### src/rtl/extamp_rx.sv
// UART receiver (8N1) and "FA" + 11 digits + ";" frequency parser for the external-amplifier link.
// Define EXTAMP_RX_INV_EN for the inverted line (idle low, data inverted).
module extamp_rx #(
  parameter int unsigned CLKFREQ  = 76800000,
  parameter int unsigned BAUDRATE = 9600
) (
  input  logic        clk,
  input  logic        rst_n,
  input  logic        uart_rxd,
  output logic [31:0] freq,
  output logic        freq_valid,
  output logic        frame_err,
  output logic        cmd_err
);

  localparam int unsigned Div  = CLKFREQ / BAUDRATE;
  localparam int unsigned CntW = $clog2(Div);
  localparam logic [CntW-1:0] CntFull = CntW'(Div - 1);
  localparam logic [CntW-1:0] CntHalf = CntW'(Div / 2 - 1);

`ifdef EXTAMP_RX_INV_EN
  localparam logic LineIdle = 1'b0;
`else
  localparam logic LineIdle = 1'b1;
`endif

  typedef enum logic [1:0] {RxIdle, RxStart, RxData, RxStop} rx_state_e;
  typedef enum logic [1:0] {PIdle, PF, PDig, PSemi} p_state_e;

  logic [1:0]      sync_q;
  logic            rxl;
  rx_state_e       rx_state_q, rx_state_d;
  logic [CntW-1:0] cnt_q, cnt_d;
  logic [2:0]      bit_q, bit_d;
  logic [7:0]      shift_q, shift_d;
  logic            cnt_zero, stop_sample;
  logic            byte_stb_q, byte_stb_d, frame_err_q, frame_err_d;

  // Reset the synchronizer to the idle level so release never looks like a start edge.
  always_ff @(posedge clk or negedge rst_n) begin
    if (!rst_n) sync_q <= {2{LineIdle}};
    else        sync_q <= {sync_q[0], uart_rxd};
  end

`ifdef EXTAMP_RX_INV_EN
  assign rxl = ~sync_q[1];
`else
  assign rxl = sync_q[1];
`endif

  always_ff @(posedge clk or negedge rst_n) begin
    if (!rst_n) begin
      rx_state_q  <= RxIdle;
      cnt_q       <= '0;
      bit_q       <= '0;
      shift_q     <= '0;
      byte_stb_q  <= 1'b0;
      frame_err_q <= 1'b0;
    end else begin
      rx_state_q  <= rx_state_d;
      cnt_q       <= cnt_d;
      bit_q       <= bit_d;
      shift_q     <= shift_d;
      byte_stb_q  <= byte_stb_d;
      frame_err_q <= frame_err_d;
    end
  end

  assign cnt_zero = (cnt_q == '0);

  always_comb begin
    rx_state_d = rx_state_q;
    cnt_d      = cnt_zero ? cnt_q : cnt_q - CntW'(1);
    bit_d      = bit_q;
    shift_d    = shift_q;
    unique case (rx_state_q)
      RxIdle: begin
        if (!rxl) begin
          cnt_d      = CntHalf;
          rx_state_d = RxStart;
        end
      end
      RxStart: begin
        if (cnt_zero) begin
          if (rxl) begin
            rx_state_d = RxIdle;
          end else begin
            cnt_d      = CntFull;
            bit_d      = '0;
            rx_state_d = RxData;
          end
        end
      end
      RxData: begin
        if (cnt_zero) begin
          shift_d = {rxl, shift_q[7:1]};
          cnt_d   = CntFull;
          bit_d   = bit_q + 3'd1;
          if (bit_q == 3'd7) rx_state_d = RxStop;
        end
      end
      RxStop: begin
        if (cnt_zero) rx_state_d = RxIdle;
      end
      default: rx_state_d = RxIdle;
    endcase
  end

  always_comb begin
    stop_sample = (rx_state_q == RxStop) && cnt_zero;
    byte_stb_d  = stop_sample && rxl;
    frame_err_d = stop_sample && !rxl;
  end

  p_state_e    p_state_q, p_state_d, resync_state;
  logic [31:0] acc_q, acc_d, digit;
  logic [3:0]  n_q, n_d;
  logic        ovf_q, ovf_d;
  logic [31:0] freq_q, freq_d;
  logic        freq_valid_q, freq_valid_d, cmd_err_q, cmd_err_d;
  logic        is_digit, is_f, is_semi;

  assign is_digit     = (shift_q >= 8'h30) && (shift_q <= 8'h39);
  assign is_f         = (shift_q == 8'h46);
  assign is_semi      = (shift_q == 8'h3B);
  assign digit        = {28'd0, shift_q[3:0]};
  assign resync_state = is_f ? PF : PIdle;

  always_ff @(posedge clk or negedge rst_n) begin
    if (!rst_n) begin
      p_state_q    <= PIdle;
      acc_q        <= '0;
      n_q          <= '0;
      ovf_q        <= 1'b0;
      freq_q       <= '0;
      freq_valid_q <= 1'b0;
      cmd_err_q    <= 1'b0;
    end else begin
      p_state_q    <= p_state_d;
      acc_q        <= acc_d;
      n_q          <= n_d;
      ovf_q        <= ovf_d;
      freq_q       <= freq_d;
      freq_valid_q <= freq_valid_d;
      cmd_err_q    <= cmd_err_d;
    end
  end

  always_comb begin
    p_state_d = p_state_q;
    acc_d     = acc_q;
    n_d       = n_q;
    ovf_d     = ovf_q;
    if (frame_err_q) begin
      p_state_d = PIdle;
    end else if (byte_stb_q) begin
      unique case (p_state_q)
        PIdle: if (is_f) p_state_d = PF;
        PF: begin
          if (shift_q == 8'h41) begin
            p_state_d = PDig;
            acc_d     = '0;
            n_d       = '0;
            ovf_d     = 1'b0;
          end else begin
            p_state_d = resync_state;
          end
        end
        PDig: begin
          if (is_digit) begin
            acc_d = (acc_q << 3) + (acc_q << 1) + digit;
            n_d   = n_q + 4'd1;
            // Leading three digits must be zero to stay within 99,999,999.
            if (n_q < 4'd3 && digit != '0) ovf_d = 1'b1;
            if (n_q == 4'd10) p_state_d = PSemi;
          end else begin
            p_state_d = resync_state;
          end
        end
        PSemi:   p_state_d = is_semi ? PIdle : resync_state;
        default: p_state_d = PIdle;
      endcase
    end
  end

  always_comb begin
    freq_d       = freq_q;
    freq_valid_d = 1'b0;
    cmd_err_d    = 1'b0;
    if (byte_stb_q) begin
      unique case (p_state_q)
        PDig: cmd_err_d = !is_digit;
        PSemi: begin
          if (is_semi && !ovf_q) begin
            freq_d       = acc_q;
            freq_valid_d = 1'b1;
          end else begin
            cmd_err_d = 1'b1;
          end
        end
        default: ;
      endcase
    end
  end

  assign freq       = freq_q;
  assign freq_valid = freq_valid_q;
  assign cmd_err    = cmd_err_q;
  assign frame_err  = frame_err_q;

endmodule

### config.mk
export PLATFORM = sky130hd
export DESIGN_NAME = extamp_rx
export DESIGN_NICKNAME = d
export VERILOG_FILES = /design/src/rtl/extamp_rx.sv
export SDC_FILE = /design/constraint.sdc
export NUM_CORES = 1
export LEC_CHECK = 0
export ABC_AREA = 1
export CORE_MARGIN = 2
export CORE_UTILIZATION = 45
export CTS_BUF_LIST = sky130_fd_sc_hd__clkbuf_16
export CTS_CLUSTER_SIZE = 12
export DETAILED_ROUTE_END_ITERATION = 12
export DONT_BUFFER_PORTS = 1
export GPL_TIMING_DRIVEN = 0
export HOLD_SLACK_MARGIN = 0.1
export PLACE_DENSITY = 0.59
export SLEW_MARGIN = 10
export SYNTH_ARGS = -nofsm -noshare
export SYNTH_HDL_FRONTEND = slang
export SYNTH_SLANG_ARGS = --single-unit
### constraint.sdc
create_clock -name clk -period 2.75 [get_ports clk]
set_clock_uncertainty 0.1 [all_clocks]
set_input_delay 0 -clock clk [delete_from_list [all_inputs] [get_ports clk]]
set_output_delay 0 -clock clk [all_outputs]
set_load 0.05 [all_outputs]
## After elaboration in Yosys (flattened, before gate mapping)

Index checks and enable logic that the tools add are counted.

| cells by class | value |
|---|---|
| reductions and logical operators | 23 |
| add/subtract/negate cells | 5 |
| order comparisons | 3 |
| shift-type cells | 0 |
| div/mod/pow operators | 0 |
| multipliers | 0 |
| equality and inequality tests | 22 |
| muxes and demuxes | 42 |
| bitwise logic cells | 1 |

Operator list:

| operator | number |
|---|---|
| 2-to-1 mux 13 bit | 5 |
| 2-to-1 mux 32 bit | 2 |
| one-hot mux 32 bit (2 select lines) | 1 |
| one-hot mux 13 bit (3 select lines) | 1 |
| adder 32 bit | 1 |
| adder 32 x 4 -> 32 bit | 1 |
| nonzero test 32 bit | 1 |
| 2-to-1 mux 2 bit | 12 |
| inequality test 2 bit, second input constant | 9 |
| equality test 8 x 7 -> 1 bit, second input constant | 2 |
| one-hot mux 2 bit (4 select lines) | 2 |
| zero test 13 bit | 1 |
| subtractor 13 x 1 -> 13 bit, second input constant | 1 |
| 2-to-1 mux 1 bit | 10 |
| AND reduction 5 bit | 2 |
| 2-to-1 mux 3 bit | 3 |
| equality test 2 bit, second input constant | 4 |
| equality test 8 x 6 -> 1 bit, second input constant | 1 |
| greater-or-equal comparator 8 x 6 -> 1 bit, second input constant | 1 |
| less-or-equal comparator 8 x 6 -> 1 bit, second input constant | 1 |
| 2-to-1 mux 4 bit | 2 |
| one-hot mux 4 bit (2 select lines) | 1 |
| logical AND 1 bit | 6 |
| one-hot mux 3 bit (2 select lines) | 1 |
| 17 further kinds | 25 |

| word-level totals | value |
|---|---|
| memory bits (writable) | 0 |
| bits in registers | 103 |
| input bits | 3 |
| memory bits (read-only) | 0 |
| memories kept | 0 |
| logic and storage cells | 110 |
| output and inout port bits | 35 |
| bits in latches | 0 |

## Depth between registers and ports, before layout

| depth | value |
|---|---|
| word-level depth | 6 |
| depth in mapped cells | 15 |
| gate-level depth less buffers | 15 |

## Worst setup path before layout

No wires, ideal clock.

| path | value |
|---|---|
| path type | register to register |
| from | reg shift_q[3] |
| to | reg acc_q[26] |
| stages on the path, launching flop included | 15 |
| period minus slack after synthesis | 2.484 ns |
| library setup time | 0.117 ns |
| arrival time | 2.267 ns |
| slack | 0.266 ns |
| cells stage by stage | dfrtp_1 > inv_1 > fa_1 > inv_1 > fa_1 > nand3_1 > nand3_1 > nand2_1 > nand2_1 > nand2_1 > nand2_1 > nand2_1 > nand3_1 > nand3_1 > nand2_1 |

| between the ends | value |
|---|---|
| word-level cells in the longest chain between the ends | 4 |
| elaborated cells on any way between the ends | 10 |
| classes of those cells | add/sub (1); order compare (2); eq/ne (3); mux (2); reduce/logical (2) |

RTL lines:

| element | line | text |
|---|---|---|
| start, declared | 35 | `logic [7:0] shift_q, shift_d;` |
| start signal, assigned | 63 | `shift_q <= shift_d;` |
| branches (longest 4 deep; another with adder 32 x 4 -> 32 bit) | n/a |  |
| end signal, assigned | 132 | `acc_q <= '0;` |
| end signal, assigned | 140 | `acc_q <= acc_d;` |
| end, declared | 116 | `logic [31:0] acc_q, acc_d, digit;` |

Parallel ways; which one is timed is not known. The select of a mux whose other input is x is not followed.
A chain may end at the register's enable or synchronous reset.

## Final worst setup path

| path | value |
|---|---|
| from | reg shift_q[3] |
| to | reg acc_q[25] |

The elaborated chain is that of the path after synthesis.

==> summary.txt <==
GRT
  – Largest net degree at the start of global routing: 104
  – Gr ovfl total: 0
  – All-Layer GR Usage: a little over a fifth
  – Initial antenna violation count: 0
  – First-pass GRT wire length: between 20000 and 30000 um
  – Vias in the first global route: between 5000 and 6000

Floorplan
  – Die Span Y: 128 um
  – Cell Rows: between 40 and 50
  – Die footprint: roughly 16000 um^2
  – CORE AREA: roughly 15000 um^2
  – Io pins: 38
  – Initial core utilization: around 46%
  – Die width: between 100 and 150 um

Routing
  – DR top layer: met4
  – Iter 0 DRT Violations: about 310
  – WL met1: roughly 8400 um
  – Initial DRT Pass Iterations: 5
  – WL met2: approximately 7100 um
  – Vias: 5801
  – Post-route DRC: 0
  – Via density per instance: approximately 4.9
  – Metal3 WL: slightly below 500 um
  – Routed wire length: about 16000 um
  – Antenna-violating nets left: 0
  – Wire per inst: between 10 and 15 um

Logic synthesis
  – Commonest register cell after synthesis: dfrtp_1
  – Cell count after synthesis: 978
  – Synth cell types: 39
  – Most common cell in the netlist: nand2_1
  – EDFF count, synth: 0
  – Synth warn: 0
  – Top post-synthesis cells by area: dfrtp_1 (37%), nand2_1 (21%), ha_1 (12%), inv_1 (7.2%), nand3_1 (4.3%)
  – Area share of the largest cell type after synthesis: around 37%
  – Avg Cell Area, Syn: 7.06 um^2
  – Syn nets: between 1000 and 1500
  – Synth cell count leaders: nand2_1 (395), inv_1 (133), dfrtp_1 (101), nor2_1 (72), ha_1 (64)
  – Share of flip-flops with an asynchronous set or reset: 100%
  – Netlist Area Pre-Place: ~6900 um^2
  – Seq/Total Area, Yosys: between 30% and 40%
  – #FFs+latches synth: 103
  – Cell accounting for the most synthesized area: dfrtp_1

Worst setup path
  – Crit. Startpoint: shift_q[3]$_DFFE_PN0P_
  – CP Capture Type: register
  – Critical path required time: 2.89 ns
  – Worst setup SP type: register
  – Bufs and invs on worst path: 2
  – CP Max Fanout: 3
  – Peak per-stage delay on the critical path: about 0.53 ns
  – Worst-path cell chain: inv_1 -> fa_1 -> inv_1 -> ha_1 -> nand3_1 -> nand3_1 -> nand2_1 -> nand2_1 -> nand2_1 -> nand2_1 -> nand2_1 -> nand2_1 -> nand2_1 -> nand3_1 -> nand2_1
  – CP Class: register to register
  – CP top delay family: simple AND/OR/NAND/NOR gates
  – CP arrival: 2.73 ns
  – Slowest-stage cell, CP: fa_1
  – FF-to-FF Start: shift_q[3]$_DFFE_PN0P_
  – Worst path most repeated cell: nand2_1

Place
  – IO buf count: 0
  – DP HPWL: 12300 um
  – RD Place Congestion: 0.894
  – Placed insts: between 1000 and 1500

Clocking
  – H-tree depth: 3
  – Worst-path clk slew: roughly 0.080 ns
  – Worst-Skew Late Latency: between 0.3 and 0.4 ns
  – Clock Sinks: about 100
  – Total CTS buffers: 9
  – Root buffer cell: clkbuf_16
  – Clock tree buffer depth: 2
  – CTS tree: built

Pwr
  – Power per cell area: approximately 380 nW/um^2
  – Static leakage: approximately 4.3 nW
  – Maximum vdd drop: between 0.0002 and 0.0003 V

Layout
  – ANT cells: 0
  – Final core utilization: between 40 and 50%
  – Final non-filler cell total: 1189
  – Share of cells above drive strength 1: between 4 and 5%
  – Fillers: about 1600
  – Nets: roughly 1100
  – Register Area: 2580 um^2
  – Area grow syn2layout: 9.15%
  – Area of the multi-input gates: roughly 3800 um^2

Timing
  – Hold slack: a little over 0.09 ns
  – Fin crit share: roughly 94%
  – Worst-Margin Slew: 0.600 ns
  – Slew headroom: around three fifths
  – Fin crit period: between 2 and 3 ns
  – Final setup fails: 0
  – RSZ-0062 raised after global routing: false
  – Max-slew violation count: 0
  – Final Hold Viols: 0
  – Achievable frequency: between 300 and 400 MHz

Hold path
  – Hold/Removal Path Class: input port to async pin

Status
  – Status: completed

Job
  – Max-cap viol count: 0
-- where the power goes --
part           internal, mW  switching (mW)  leakage [nW]
clock network         0.721           0.618         0.151
logic               0.00745          0.0311          2.82
registers              1.52        0.000729          1.38
-- timing repair --
item                       4_1_cts  5_1_grt
hold endpoints to repair       104        0
hold buffers                     4        0
resized for setup                1        2
pin swaps                        0        1
buffers inserted                 1        2
setup endpoints to repair        8        7
-- final timing paths --
kind / endpoint / slack (ns) / depth (start not counted)
worst min-delay path: acc_q[15]$_DFFE_PN0P_ / 0.09 / 2
worst max register to register: acc_q[25]$_DFFE_PN0P_ / 0.15 / 15
worst min register to register: sync_q[1]$_DFF_PN1_ / 0.26 / 0
worst max-delay path: acc_q[25]$_DFFE_PN0P_ / 0.15 / 15
min in group clk: sync_q[1]$_DFF_PN1_ / 0.26 / 0
max in group asynchronous: freq[23]$_DFFE_PN0P_ / 1.96 / 2
-- sequential cells by signal, indices dropped and copies added (netlist names), named ones only --
signal and cells:
freq 32, rx_state_q 1, p_state_q 2, freq_valid 1, byte_stb_q 1, frame_err 1
acc_q 32, shift_q 8, ovf_q 1, bit_q 3, cnt_q 13, sync_q 2
cmd_err 1, n_q 4
-- placed cells by master (no fill, tap or decap), types with 3 or more instances in the layout --
master,instances
inv_1,134
clkbuf_16,9
inv_2,4
xor2_1,6
nand2_1,394
a21oi_1,24
nor3_1,12
dlygate4sd3_1,3
nand3_1,58
o31ai_1,4
nand4_1,7
buf_4,4
xnor2_1,18
buf_2,8
o21ai_0,21
nor2_1,72
o211ai_1,4
ha_1,64
o21ai_1,14
dfrtp_1,101
clkbuf_1,3
-- cell families (layout without fill, tap and decap cells) --
logic type | count (synthesis) | count (layout) | synth area share [%]
AO/OA/AOI/OAI | 73 | 73 | 5.76
XOR/XNOR | 24 | 24 | 3.04
adder cells (fa/ha/maj) | 66 | 66 | 12.2
buffers and inverters | 150 | 173 | 8.46
flip-flops | 103 | 103 | 37.4
multiplexers | 1 | 1 | 0.145
AND/OR/NAND/NOR | 561 | 561 | 33.0
-- final cells by class --
class	count	share of cell area (%)
clock inverters	7	1.08
plain buffers	13	0.930
multi-input cells	725	49.8
clock buffers	9	2.99
inverters	137	6.82
flip-flops and latches	103	34.2
well taps	188	3.12
repair buffers	7	1.06
-- layer usage --
| metal | vias to the layer above | GRT usage [%] |
|---|---|---|
| met3 | 12 | 4.38 |
| met1 | 2602 | 30.2 |
| li1 | 3105 | - |
| met4 | 0 | 4.65 |
| met2 | 82 | 32.3 |
| met5 | - | 0 |
-- per-stage QoR --
| step | cell area, um^2 | setup TNS, ns | setup slack (ns) | power (mW) |
|---|---|---|---|---|
| after global placement | 7140 | -0.588 | -0.144 | 1.55 |
| after detailed placement | 7140 | -0.676 | -0.163 | 1.55 |
| after CTS | 7510 | 0 | 0.0329 | 2.94 |
| after global routing | 7540 | 0 | 0.000820 | 3.01 |
| final | 7540 | 0 | 0.153 | 2.89 |
| after floorplan | 6910 | 0 | 0.266 | 1.55 |
(Power assumes the default switching activity.)
